## src/rtl/wave_frame_scanner.sv

```systemverilog
// wave_frame_scanner: sweeps the mesh read port after each frame commit,
// streams |psi|^2 in raster order over valid/ready, and reduces every frame
// to a norm sum plus a peak magnitude with its coordinates.
module wave_frame_scanner #(
    parameter int MESH_X    = 8,
    parameter int MESH_Y    = 8,
    parameter int PSI_WIDTH = 16,
    parameter int SUM_WIDTH = PSI_WIDTH + $clog2(MESH_X * MESH_Y)
) (
    input  logic                        clk,
    input  logic                        rst_n,
    input  logic                        frame_done,
    output logic [$clog2(MESH_X)-1:0]   read_x,
    output logic [$clog2(MESH_Y)-1:0]   read_y,
    input  logic [PSI_WIDTH-1:0]        read_magnitude,
    output logic                        m_valid,
    input  logic                        m_ready,
    output logic [PSI_WIDTH-1:0]        m_data,
    output logic [$clog2(MESH_X)-1:0]   m_x,
    output logic [$clog2(MESH_Y)-1:0]   m_y,
    output logic                        m_last,
    output logic                        scan_active,
    output logic [SUM_WIDTH-1:0]        norm_sum,
    output logic [PSI_WIDTH-1:0]        peak_val,
    output logic [$clog2(MESH_X)-1:0]   peak_x,
    output logic [$clog2(MESH_Y)-1:0]   peak_y,
    output logic                        stats_valid,
    output logic                        overrun,
    input  logic                        clr_overrun
);

    localparam int XW = $clog2(MESH_X);
    localparam int YW = $clog2(MESH_Y);
    localparam logic [XW-1:0] X_LAST = XW'(MESH_X - 1);
    localparam logic [YW-1:0] Y_LAST = YW'(MESH_Y - 1);
    localparam logic [XW-1:0] X_ONE  = XW'(1);
    localparam logic [YW-1:0] Y_ONE  = YW'(1);

    typedef enum logic [1:0] {
        IDLE  = 2'd0,
        SCAN  = 2'd1,
        DRAIN = 2'd2
    } state_t;

    state_t                 state_q;
    logic [XW-1:0]          rd_x_q;
    logic [YW-1:0]          rd_y_q;
    logic                   m_valid_q;
    logic [PSI_WIDTH-1:0]   m_data_q;
    logic [XW-1:0]          m_x_q;
    logic [YW-1:0]          m_y_q;
    logic                   m_last_q;
    logic [SUM_WIDTH-1:0]   sum_q;
    logic [PSI_WIDTH-1:0]   pk_q;
    logic [XW-1:0]          pk_x_q;
    logic [YW-1:0]          pk_y_q;
    logic [SUM_WIDTH-1:0]   norm_sum_q;
    logic [PSI_WIDTH-1:0]   peak_val_q;
    logic [XW-1:0]          peak_x_q;
    logic [YW-1:0]          peak_y_q;
    logic                   stats_valid_q;
    logic                   overrun_q;

    logic                   is_first;
    logic                   is_last;
    logic                   capture;
    logic                   peak_take;
    logic                   last_accept;
    logic [SUM_WIDTH-1:0]   sum_d;

    // Capture qualification and next accumulator values for the current site.
    // NOTE: every signal gets a default at the top so no path leaves it unassigned (no latch).
    always_comb begin
        is_first    = 1'b0;
        is_last     = 1'b0;
        capture     = 1'b0;
        peak_take   = 1'b0;
        last_accept = 1'b0;
        sum_d       = '0;

        is_first    = (rd_x_q == '0) && (rd_y_q == '0);
        is_last     = (rd_x_q == X_LAST) && (rd_y_q == Y_LAST);
        capture     = (state_q == SCAN) && (!m_valid_q || m_ready);
        // The first site restarts the frame: the sum starts from zero and the
        // peak is seeded; afterwards only a strictly larger value moves the peak.
        sum_d       = (is_first ? '0 : sum_q) + SUM_WIDTH'(read_magnitude);
        peak_take   = is_first || (read_magnitude > pk_q);
        last_accept = m_valid_q && m_ready && m_last_q;
    end

    // Scan FSM, output beat register, frame reduction and overrun flag.
    // NOTE: sequential state uses non-blocking assignments so every register samples pre-edge values.
    always_ff @(posedge clk) begin
        if (!rst_n) begin
            state_q       <= IDLE;
            rd_x_q        <= '0;
            rd_y_q        <= '0;
            m_valid_q     <= 1'b0;
            m_data_q      <= '0;
            m_x_q         <= '0;
            m_y_q         <= '0;
            m_last_q      <= 1'b0;
            sum_q         <= '0;
            pk_q          <= '0;
            pk_x_q        <= '0;
            pk_y_q        <= '0;
            norm_sum_q    <= '0;
            peak_val_q    <= '0;
            peak_x_q      <= '0;
            peak_y_q      <= '0;
            stats_valid_q <= 1'b0;
            overrun_q     <= 1'b0;
        end else begin
            stats_valid_q <= 1'b0;

            // A commit while busy is dropped but remembered; set beats clear.
            if (frame_done && (state_q != IDLE)) begin
                overrun_q <= 1'b1;
            end else if (clr_overrun) begin
                overrun_q <= 1'b0;
            end

            // An accepted beat retires unless a capture below refills it.
            if (m_valid_q && m_ready) begin
                m_valid_q <= 1'b0;
                m_last_q  <= 1'b0;
            end

            case (state_q)
                IDLE: begin
                    rd_x_q <= '0;
                    rd_y_q <= '0;
                    if (frame_done) begin
                        state_q <= SCAN;
                    end
                end

                SCAN: begin
                    if (capture) begin
                        m_valid_q <= 1'b1;
                        m_data_q  <= read_magnitude;
                        m_x_q     <= rd_x_q;
                        m_y_q     <= rd_y_q;
                        m_last_q  <= is_last;
                        sum_q     <= sum_d;
                        if (peak_take) begin
                            pk_q   <= read_magnitude;
                            pk_x_q <= rd_x_q;
                            pk_y_q <= rd_y_q;
                        end
                        if (is_last) begin
                            rd_x_q  <= '0;
                            rd_y_q  <= '0;
                            state_q <= DRAIN;
                        end else if (rd_x_q == X_LAST) begin
                            rd_x_q <= '0;
                            rd_y_q <= rd_y_q + Y_ONE;
                        end else begin
                            rd_x_q <= rd_x_q + X_ONE;
                        end
                    end
                end

                DRAIN: begin
                    if (last_accept) begin
                        state_q       <= IDLE;
                        norm_sum_q    <= sum_q;
                        peak_val_q    <= pk_q;
                        peak_x_q      <= pk_x_q;
                        peak_y_q      <= pk_y_q;
                        stats_valid_q <= 1'b1;
                    end
                end

                default: state_q <= IDLE;
            endcase
        end
    end

    assign read_x      = rd_x_q;
    assign read_y      = rd_y_q;
    assign m_valid     = m_valid_q;
    assign m_data      = m_data_q;
    assign m_x         = m_x_q;
    assign m_y         = m_y_q;
    assign m_last      = m_last_q;
    assign scan_active = (state_q != IDLE);
    assign norm_sum    = norm_sum_q;
    assign peak_val    = peak_val_q;
    assign peak_x      = peak_x_q;
    assign peak_y      = peak_y_q;
    assign stats_valid = stats_valid_q;
    assign overrun     = overrun_q;

endmodule

```

## config.mk

```make
export PLATFORM = sky130hd
export DESIGN_NAME = wave_frame_scanner
export DESIGN_NICKNAME = d
export VERILOG_FILES = /design/src/rtl/wave_frame_scanner.sv
export SDC_FILE = /design/constraint.sdc
export NUM_CORES = 1
export LEC_CHECK = 0
export CORE_ASPECT_RATIO = 1.1
export CORE_MARGIN = 5
export CORE_UTILIZATION = 30
export CTS_BUF_LIST = sky130_fd_sc_hd__clkbuf_16
export DETAILED_ROUTE_END_ITERATION = 8
export PLACE_DENSITY = 0.49
export RECOVER_POWER = 50
export REMOVE_ABC_BUFFERS = 1
export SYNTH_ARGS = -nofsm -noshare
export SYNTH_HDL_FRONTEND = slang
export SYNTH_SLANG_ARGS = --single-unit
```

## constraint.sdc

```tcl
create_clock -name clk -period 4.7 [get_ports clk]
set_input_delay 0.47 -clock clk [delete_from_list [all_inputs] [get_ports clk]]
set_output_delay 0.47 -clock clk [all_outputs]
set_load 0.01 [all_outputs]
```

=== Word level (Yosys, flattened, before mapping) ===
Cells that the tools add are included.

* Input bits: 21
* Output and inout bits: 77
* Register bits after elaboration: 122
* Logic and storage cells: 76

* Magnitude comparators: 1
* Reductions and logical operators: 22
* Equal/unequal tests: 9
* Muxes and demuxes: 23
* Add/sub/neg operators: 3

{| class="wikitable"
|+ Operators with widths
! operator !! count
|-
| $add A22 B16 Y22 || 1
|-
| $mux W22 || 1
|-
| $mux W3 || 6
|-
| $gt A16 B16 Y1 || 1
|-
| $pmux W3 S2 || 2
|-
| $mux W1 || 9
|-
| $mux W2 || 4
|-
| $ne A2 B2 Y1 const B || 4
|-
| $reduce_and A2 Y1 || 4
|-
| $add A3 B1 Y3 const B || 2
|-
| $eq A3 B3 Y1 const B || 2
|-
| $logic_and A1 B1 Y1 || 6
|-
| $logic_not A3 Y1 || 2
|-
| $pmux W2 S3 || 1
|-
| $reduce_and A3 Y1 || 2
|-
| $reduce_bool A2 Y1 || 3
|-
| $reduce_and A4 Y1 || 1
|-
| $ne A3 B2 Y1 const B || 1
|-
| $eq A2 B1 Y1 const B || 1
|-
| $eq A2 B2 Y1 const B || 1
|-
| $logic_not A2 Y1 || 1
|-
| $logic_or A1 B1 Y1 || 2
|-
| $logic_not A1 Y1 || 1
|}

=== Longest topological paths before layout ===
Gate-level depths: netlist of run 1.

* Depth after elaboration: 5
* Mapped depth: 14
* Mapped depth without buffers: 13

=== Worst setup path before layout of run 1 ===
Ideal clock, no wire load.

* Kind: register -> register
* From: register rd_x_q[0], in the netlist read_x[0]
* To: register sum_q[18]
* Data required time: 4.552 ns
* Clock period less this slack: 3.362 ns
* Data arrival time: 3.214 ns
* Stages on the path, launching flop included: 15
* Buffers on the path: 1
* Setup slack: 1.338 ns
* Setup time: 0.148 ns
* Path through: dfxtp_1 inv_1 ha_1 nand2_1 nor3_1 clkbuf_1 nor2b_1 ha_1 fa_1 a21o_1 a221oi_2 a311oi_1 a221o_1 a41oi_1 a211oi_1

* Word-level cells in the longest chain between the ends: 4

{| class="wikitable"
|+ Ends and longest elaborated chain
! what !! line !! text
|-
| start: declaration || 46 || <nowiki>logic [XW-1:0] rd_x_q;</nowiki>
|-
| start signal: assignment || 159 || <nowiki>rd_x_q <= rd_x_q + X_ONE;</nowiki>
|-
| $logic_not A3 Y1 || 81 || <nowiki>is_first = (rd_x_q == '0) && (rd_y_q == '0);</nowiki>
|-
| $logic_and A1 B1 Y1 || 81 ||
|-
| $mux W22 || 86 || <nowiki>sum_d = (is_first ? '0 : sum_q) + SUM_WIDTH'(read_magnitude);</nowiki>
|-
| $add A22 B16 Y22 || 86 ||
|-
| end signal: assignment || 145 || <nowiki>sum_q <= sum_d;</nowiki>
|-
| end: declaration || 53 || <nowiki>logic [SUM_WIDTH-1:0] sum_q;</nowiki>
|}

Every way passes these cells.
A chain may end at the register's enable or synchronous reset.

=== Worst setup path after layout of run 1 ===
Ends and elaborated chain as after synthesis.

==> impl_metrics.json, run 1 <==
{
  "number_of_antenna_violations_at_the_first_check_in_global_routing": 0,
  "type_of_the_worst_min_delay_path": "reg2reg",
  "launch_instance_of_the_worst_register_to_register_path": "read_x[0]",
  "max_freq_mhz": 286,
  "hp-start": "peak_val[13]",
  "floorplan.die_area_sq_um": 22400,
  "max_cap_violations": 3,
  "finalWeightedCongestion": 0.840,
  "ff2ff_path_depth": 14,
  "power_density_nw_per_um2": 352,
  "post_synth.cell_area_avg_sq_um": 7.92,
  "post_cts_buffers": 0,
  "worst_ep_arrival_time_ns": 3.77,
  "final_antenna_net_count": 0,
  "layout_stage_area_growth_over_the_synthesis_result_pct": 29.5,
  "holdPathStages": 2,
  "post-route-drc-count": 0,
  "synth.top_cells.by_count": "215 x sky130_fd_sc_hd__nand2_1, 122 x sky130_fd_sc_hd__dfxtp_1, 104 x sky130_fd_sc_hd__a21oi_1",
  "core_area_sq_um": 19200,
  "rows": 53,
  "detailedPlacementHpwl_microns": 10700,
  "fin_crit_ns": 3.50,
  "timing.critical_path.from_type": "flip-flop",
  "worst-endpoint-required_ns": 4.98,
  "yosys_warn_count": 0,
  "clk_path_buf_depth": 2,
  "final_layout_size_suffix_gt1_share_pct": 5.29,
  "first_pass_grt_wire_length_microns": 26100,
  "dr_total_vias": 5256,
  "yosys.cell_count.top_type": "sky130_fd_sc_hd__nand2_1",
  "max_slew.worst_pin.slew_ns": 2.09,
  "crit_path_max_fanout": 22,
  "maximum_ir_drop_on_the_vdd_rail_v": 0.000254,
  "cp_capture_type": "flip-flop",
  "report.final.slew_viol_count": 136,
  "die_y_microns": 157,
  "wl_microns": 15800,
  "dp_worst_setup_slack_ns": 1.09,
  "rsz0062_at_grt": "false",
  "clock_tree_from_tritoncts": "built",
  "portBuffers": 97,
  "cts.root.buffer_cell": "sky130_fd_sc_hd__clkbuf_16",
  "synth_top_cell_area_share_pct": 41.7,
  "fillers": 1941,
  "async_reset_ff_share_pct": 0,
  "netlist_instances": 740,
  "synth_seq_cells": 122,
  "ys_types": 53,
  "critPathKind": "reg2reg",
  "worstReg2RegEnd": "sum_q[18]",
  "synthTopCellsByArea": "sky130_fd_sc_hd__dfxtp_1 42%, sky130_fd_sc_hd__nand2_1 14%, sky130_fd_sc_hd__a21oi_1 8.9%, sky130_fd_sc_hd__ha_1 8.1%, sky130_fd_sc_hd__mux2i_1 3.8%",
  "htree_num_levels": 4,
  "synth_seq_area_share_pct": 41.7,
  "yosys.area.top_type": "sky130_fd_sc_hd__dfxtp_1",
  "insertion_delay_ns": 0.42,
  "first_pass_iteration_count_of_the_detailed_router": 4,
  "start_util_pct": 30.6,
  "antenna_cells": 0,
  "r2r_setup_slack_ns": 1.20,
  "final-setup-viol-count": 0,
  "cts_num_sinks": 122,
  "vias_in_the_first_global_route": 5255,
  "pin_count": 98,
  "worst_slew_margin_rel_pct": -39.3,
  "finalHoldViolations": 0,
  "grt_max_degree": 61,
  "synth_enable_flop_cells": 0,
  "run_status": "complete, but fails checks",
  "post_synth_instance_area_sq_um": 5860,
  "post_drt_wl_per_cell_microns": 14.7,
  "postSynth.topFlopCell": "sky130_fd_sc_hd__dfxtp_1",
  "post_cts_resized": 0,
  "violated_checks": "capacitance limit, slew limit",
  "design.final.nets": 878,
  "fin_worst_skew_ns": 0.00938,
  "grt_util_all_layers_pct": 14.5,
  "numCtsBuffers": 17,
  "clk_pin_slew_worst_paths_ns": 0.06,
  "gr-total-overflow": 0,
  "fin_ws_ns": 1.20,
  "routed_via_density": 4.88,
  "worst_hold_path.endpoint": "peak_val[13]",
  "power_leakage_nw": 3.13,
  "period_utilisation_layout_pct": 74.4,
  "die_width_microns": 143,
  "drt_iter0_drc": 168,
  "ctsHoldBuffers": 0,
  "fin_tns_setup_ns": 0
}
-- routing by layer --
metal | GRT usage, % | part of all wire [%] | vias to the layer above
li1 | - | - | 2679
met1 | 17.6 | 46 | 2462
met2 | 24.3 | 48 | 96
met3 | 4.25 | 4.7 | 19
met4 | 5.38 | 1.3 | 0
met5 | 0 | 0 | -
-- placed cells by master, fill, tap and decap left out, types with 3 or more instances in the layout --
cell type                         Yosys  routed
sky130_fd_sc_hd__clkbuf_16            0      17
sky130_fd_sc_hd__o31ai_1              3       3
sky130_fd_sc_hd__a31oi_1              7       7
sky130_fd_sc_hd__a21oi_1            104     104
sky130_fd_sc_hd__clkbuf_1            39       3
sky130_fd_sc_hd__o211ai_1             9       9
sky130_fd_sc_hd__a22oi_1              3       3
sky130_fd_sc_hd__inv_1               25      30
sky130_fd_sc_hd__a21boi_0             3       3
sky130_fd_sc_hd__dfxtp_1            122     122
sky130_fd_sc_hd__o21ai_0              9       9
sky130_fd_sc_hd__nor2_1              22      22
sky130_fd_sc_hd__nand3_1             10      10
sky130_fd_sc_hd__nor2b_1             21      20
sky130_fd_sc_hd__ha_1                38      38
sky130_fd_sc_hd__nand2_1            215     214
sky130_fd_sc_hd__clkinv_2             0       4
sky130_fd_sc_hd__mux2i_1             22      22
sky130_fd_sc_hd__nor3_1               6       5
sky130_fd_sc_hd__or2_2                3       3
sky130_fd_sc_hd__or3_1                3       3
sky130_fd_sc_hd__mux2_2               3       3
sky130_fd_sc_hd__xnor2_1              5       5
sky130_fd_sc_hd__buf_4                0       4
sky130_fd_sc_hd__a21o_1              11      11
sky130_fd_sc_hd__dlygate4sd3_1        0      74
sky130_fd_sc_hd__and3_1               4       4
sky130_fd_sc_hd__nand2b_1             6       5
sky130_fd_sc_hd__nand4_1              7       7
sky130_fd_sc_hd__bufinv_16            0       3
sky130_fd_sc_hd__a211oi_1             4       4
sky130_fd_sc_hd__clkdlybuf4s50_1      0      22
-- worst max path at each step --
stage / endpoint / from / cells after the start / slack (ns)
after detailed placement: pk_q[14] / read_magnitude[14] / 9 / 1.09
after global placement: pk_q[0] / read_magnitude[14] / 9 / 1.25
final: sum_q[18] / read_x[0] / 14 / 1.20
after floorplan: sum_q[16] / read_x[0] / 13 / 0.67
after CTS: sum_q[18] / read_x[0] / 14 / 1.21
after global routing: sum_q[18] / read_y[1] / 14 / 0.92
-- state kept, by name, indices dropped and copies added, names as in the netlist --
signal / count
peak_x: 3
read_x: 3
pk_q: 16
peak_val: 16
stats_valid: 1
sum_q: 22
read_y: 3
m_x: 3
norm_sum: 22
overrun: 1
m_valid: 1
m_data: 16
pk_x_q: 3
m_y: 3
pk_y_q: 3
m_last: 1
state_q: 2
peak_y: 3
-- cells by family after synthesis --
group / count (synthesis) / synth area share, %
multiplexers: 25 / 4.33
buffers and inverters: 69 / 4.50
AND/OR/NAND/NOR: 304 / 22.1
XOR/XNOR: 7 / 1.05
adder cells (fa/ha/maj): 39 / 8.45
flip-flops: 122 / 41.7
AO/OA/AOI/OAI: 174 / 17.9
-- report_power, final --
part	switching [W]	total, W	internal [W]
logic	0.000180	0.000303	0.000124
registers	0.0000274	0.00110	0.00107
clock network	0.000458	0.00127	0.000814
total	0.000665	0.00268	0.00201
-- critical path: stages (launching register included) --
cell                       delay [ns]
sky130_fd_sc_hd__dfxtp_1         0.36
sky130_fd_sc_hd__inv_1           0.10
sky130_fd_sc_hd__ha_1            0.14
sky130_fd_sc_hd__nand2_1         0.05
sky130_fd_sc_hd__nor3_2          0.09
sky130_fd_sc_hd__buf_4           0.29
sky130_fd_sc_hd__nor2b_1         0.08
sky130_fd_sc_hd__ha_1            0.21
sky130_fd_sc_hd__fa_1            0.42
sky130_fd_sc_hd__a21o_1          0.20
sky130_fd_sc_hd__a221oi_2        0.38
sky130_fd_sc_hd__a311oi_1        0.25
sky130_fd_sc_hd__a221o_1         0.45
sky130_fd_sc_hd__a41oi_1         0.25
sky130_fd_sc_hd__a211oi_1        0.07
-- through the flow --
| stage | instance area (sq um) | util, % | total power (W) | hold slack [ns] | instances |
|---|---|---|---|---|---|
| 6_report | 7590 | 39.6 | 0.00268 | 0.449 | 1078 |
| 5_1_grt | 7590 | 39.6 | 0.00281 | 0.465 | 1078 |
| 4_1_cts | 7610 | 39.7 | 0.00273 | 0.454 | 1078 |
| 3_5_place_dp | 7040 | 36.7 | 0.00144 | 0.447 | 1046 |
| 3_3_place_gp | 7040 | 36.7 | 0.00143 | 0.441 | 1046 |
| 2_1_floorplan | 5690 | - | 0.00131 | 0.432 | 696 |
-- area by class of cell --
| class | instances | area [sq um] | share of cell area [%] |
|---|---|---|---|
| multi-input combinational | 549 | 3180 | 41.8 |
| tap | 247 | 309 | 4.07 |
| timing repair buffer | 103 | 1000 | 13.2 |
| sequential | 122 | 2440 | 32.2 |
| clock inverter | 15 | 144 | 1.89 |
| inverter | 25 | 93.8 | 1.24 |
| clock buffer | 17 | 425 | 5.60 |
(Power assumes the default switching activity.)
==> run 2: changes to the inputs <==
--- a/config.mk
+++ b/config.mk
@@ -10,7 +10,7 @@
 export CORE_UTILIZATION = 30
 export CTS_BUF_LIST = sky130_fd_sc_hd__clkbuf_16
 export DETAILED_ROUTE_END_ITERATION = 8
-export PLACE_DENSITY = 0.49
+export PLACE_DENSITY = 0.51
 export RECOVER_POWER = 50
 export REMOVE_ABC_BUFFERS = 1
 export SYNTH_ARGS = -nofsm -noshare
==> constraint.sdc (replaced) <==
create_clock -name clk -period 3.1 [get_ports clk]
set_input_delay 0.31 -clock clk [delete_from_list [all_inputs] [get_ports clk]]
set_output_delay 0.31 -clock clk [all_outputs]
set_load 0.01 [all_outputs]
==> impl_metrics.json, run 2 (same netlist as run 1, synthesis figures left out) <==
{
  "max_freq_mhz": 329,
  "detailedPlacementHpwl_microns": 11200,
  "clock_tree_from_tritoncts": "built",
  "first_pass_iteration_count_of_the_detailed_router": 4,
  "fin_area_sq_um": 8060,
  "finalWeightedCongestion": 0.843,
  "numCtsBuffers": 17,
  "timing.critical_path.from_type": "flip-flop",
  "worst-endpoint-required_ns": 3.46,
  "rows": 53,
  "ctsHoldBuffers": 0,
  "crit_path_max_fanout": 6,
  "critPathKind": "reg2reg",
  "power_leakage_nw": 3.32,
  "post-route-drc-count": 0,
  "crit_slowest_cell": "sky130_fd_sc_hd__a221o_1",
  "cts.root.buffer_cell": "sky130_fd_sc_hd__clkbuf_16",
  "routed_via_density": 4.75,
  "max_cap_violations": 0,
  "wl_microns": 16300,
  "finalHoldViolations": 0,
  "grt_util_all_layers_pct": 15.0,
  "antenna_cells": 0,
  "final_antenna_net_count": 0,
  "type_of_the_worst_min_delay_path": "reg2reg",
  "worst_slew_margin_rel_pct": 9.36,
  "power_density_nw_per_um2": 529,
  "period_utilisation_layout_pct": 98.1,
  "run_status": "complete, no violations",
  "fin_ws_ns": 0.0596,
  "clk_path_buf_depth": 2,
  "maximum_ir_drop_on_the_vdd_rail_v": 0.000393,
  "die_width_microns": 143,
  "insertion_delay_ns": 0.43,
  "htree_num_levels": 4,
  "report.final.slew_viol_count": 0,
  "cpLargestDelayFamily": "compound AO/OA/AOI/OAI gates",
  "gr-total-overflow": 0,
  "cp_capture_type": "flip-flop",
  "layout_stage_area_growth_over_the_synthesis_result_pct": 37.5,
  "rsz0062_at_grt": "true",
  "crit_buf_inv": 1,
  "portBuffers": 97,
  "number_of_antenna_violations_at_the_first_check_in_global_routing": 0,
  "worst_ep_arrival_time_ns": 3.40,
  "start_util_pct": 30.6,
  "die_y_microns": 157,
  "layout.cells.most_common": "sky130_fd_sc_hd__nand2_1",
  "clk_pin_slew_worst_paths_ns": 0.06,
  "final_layout_size_suffix_gt1_share_pct": 11.9,
  "post_drt_wl_per_cell_microns": 14.6,
  "layout_common_cells": "214 x sky130_fd_sc_hd__nand2_1, 119 x sky130_fd_sc_hd__dfxtp_1, 103 x sky130_fd_sc_hd__a21oi_1",
  "grt_max_degree": 61,
  "core_area_sq_um": 19200,
  "final_core_util_pct": 42.1,
  "dp_worst_setup_slack_ns": 0.0501,
  "design.final.nets": 919,
  "fin_worst_skew_ns": 0.0104,
  "pin_count": 98,
  "r2r_setup_slack_ns": 0.06,
  "placed_area_sq_um": 7350,
  "vias_in_the_first_global_route": 5253,
  "floorplan.die_area_sq_um": 22400,
  "sequence_of_cells_on_the_critical_path": "inv_2, ha_4, nand2_4, nor3_4, nor2b_1, ha_2, fa_2, a21o_1, a221oi_4, a311oi_2, a221o_1, a31o_1, a21oi_2",
  "drt_iter0_drc": 187,
  "cts_num_sinks": 122,
  "dr_total_vias": 5312,
  "fin_crit_ns": 3.04,
  "worst_path_largest_cell_delay_ns": 0.48,
  "max_slew.worst_pin.slew_ns": 1.36,
  "final-setup-viol-count": 0,
  "first_pass_grt_wire_length_microns": 26800
}
-- run 2: cell count changes in the layout (fill, tap and decap cells not counted), moves of 4 or more --
cell,delta
sky130_fd_sc_hd__buf_4,+37
sky130_fd_sc_hd__inv_1,-7
sky130_fd_sc_hd__clkdlybuf4s50_1,+6
sky130_fd_sc_hd__dlygate4sd3_1,-6
sky130_fd_sc_hd__inv_2,+4
-- run 2: worst paths after layout --
| path | from | to | cells after the start |
|---|---|---|---|
| min | m_data[8] | m_data[8] | 2 |
| max reg2reg | read_y[0] | sum_q[20] | 13 |
| min reg2reg | m_data[8] | m_data[8] | 2 |
| max | read_y[0] | sum_q[20] | 13 |
-- run 2: metal layers --
layer | wire length, microns | track usage (%)
met1 | 7730 | 19.3
met2 | 7540 | 24.4
met3 | 820 | 4.22
met4 | 212 | 4.84
met5 | 0 | 0
-- run 2: power breakdown --
group / total, W / internal [W] / switching [W] / leakage [nW]
clock: 0.00207 / 0.00133 / 0.000741 / 0.292
combinational: 0.000530 / 0.000235 / 0.000296 / 2.04
sequential: 0.00167 / 0.00163 / 0.0000409 / 0.992
total: 0.00427 / 0.00319 / 0.00108 / 3.32
-- run 2: metrics by stage --
step	total power (W)	hold slack (ns)	cells	setup TNS [ns]
final	0.00427	0.446	1119	0
after global placement	0.00223	0.442	1084	0
after detailed placement	0.00222	0.445	1084	0
after floorplan	0.00198	0.432	696	-18.98
after global routing	0.00446	0.466	1119	-0.145
after CTS	0.00431	0.408	1116	0
-- run 2: timing repair --
action	CTS	global route
setup endpoints to repair	0	9
setup buffers	0	3
resized for setup	0	24
-- run 2: cell type report --
cell class / instances / area (sq um)
clock buffers: 17 / 425
clock inverters: 15 / 184
fillers: 1992 / 11100
inverters: 25 / 93.8
multi-input cells: 549 / 3270
flip-flops and latches: 122 / 2450
well taps: 247 / 309
repair buffers: 144 / 1340
-- run 2: worst reg2reg max path, cell delays in order (launching register included) --
cell and delay [ns]:
sky130_fd_sc_hd__dfxtp_2 0.32, sky130_fd_sc_hd__inv_2 0.07, sky130_fd_sc_hd__ha_4 0.14, sky130_fd_sc_hd__nand2_4 0.05, sky130_fd_sc_hd__nor3_4 0.21, sky130_fd_sc_hd__nor2b_1 0.08, sky130_fd_sc_hd__ha_2 0.20, sky130_fd_sc_hd__fa_2 0.35
sky130_fd_sc_hd__a21o_1 0.23, sky130_fd_sc_hd__a221oi_4 0.31, sky130_fd_sc_hd__a311oi_2 0.18, sky130_fd_sc_hd__a221o_1 0.48, sky130_fd_sc_hd__a31o_1 0.26, sky130_fd_sc_hd__a21oi_2 0.10
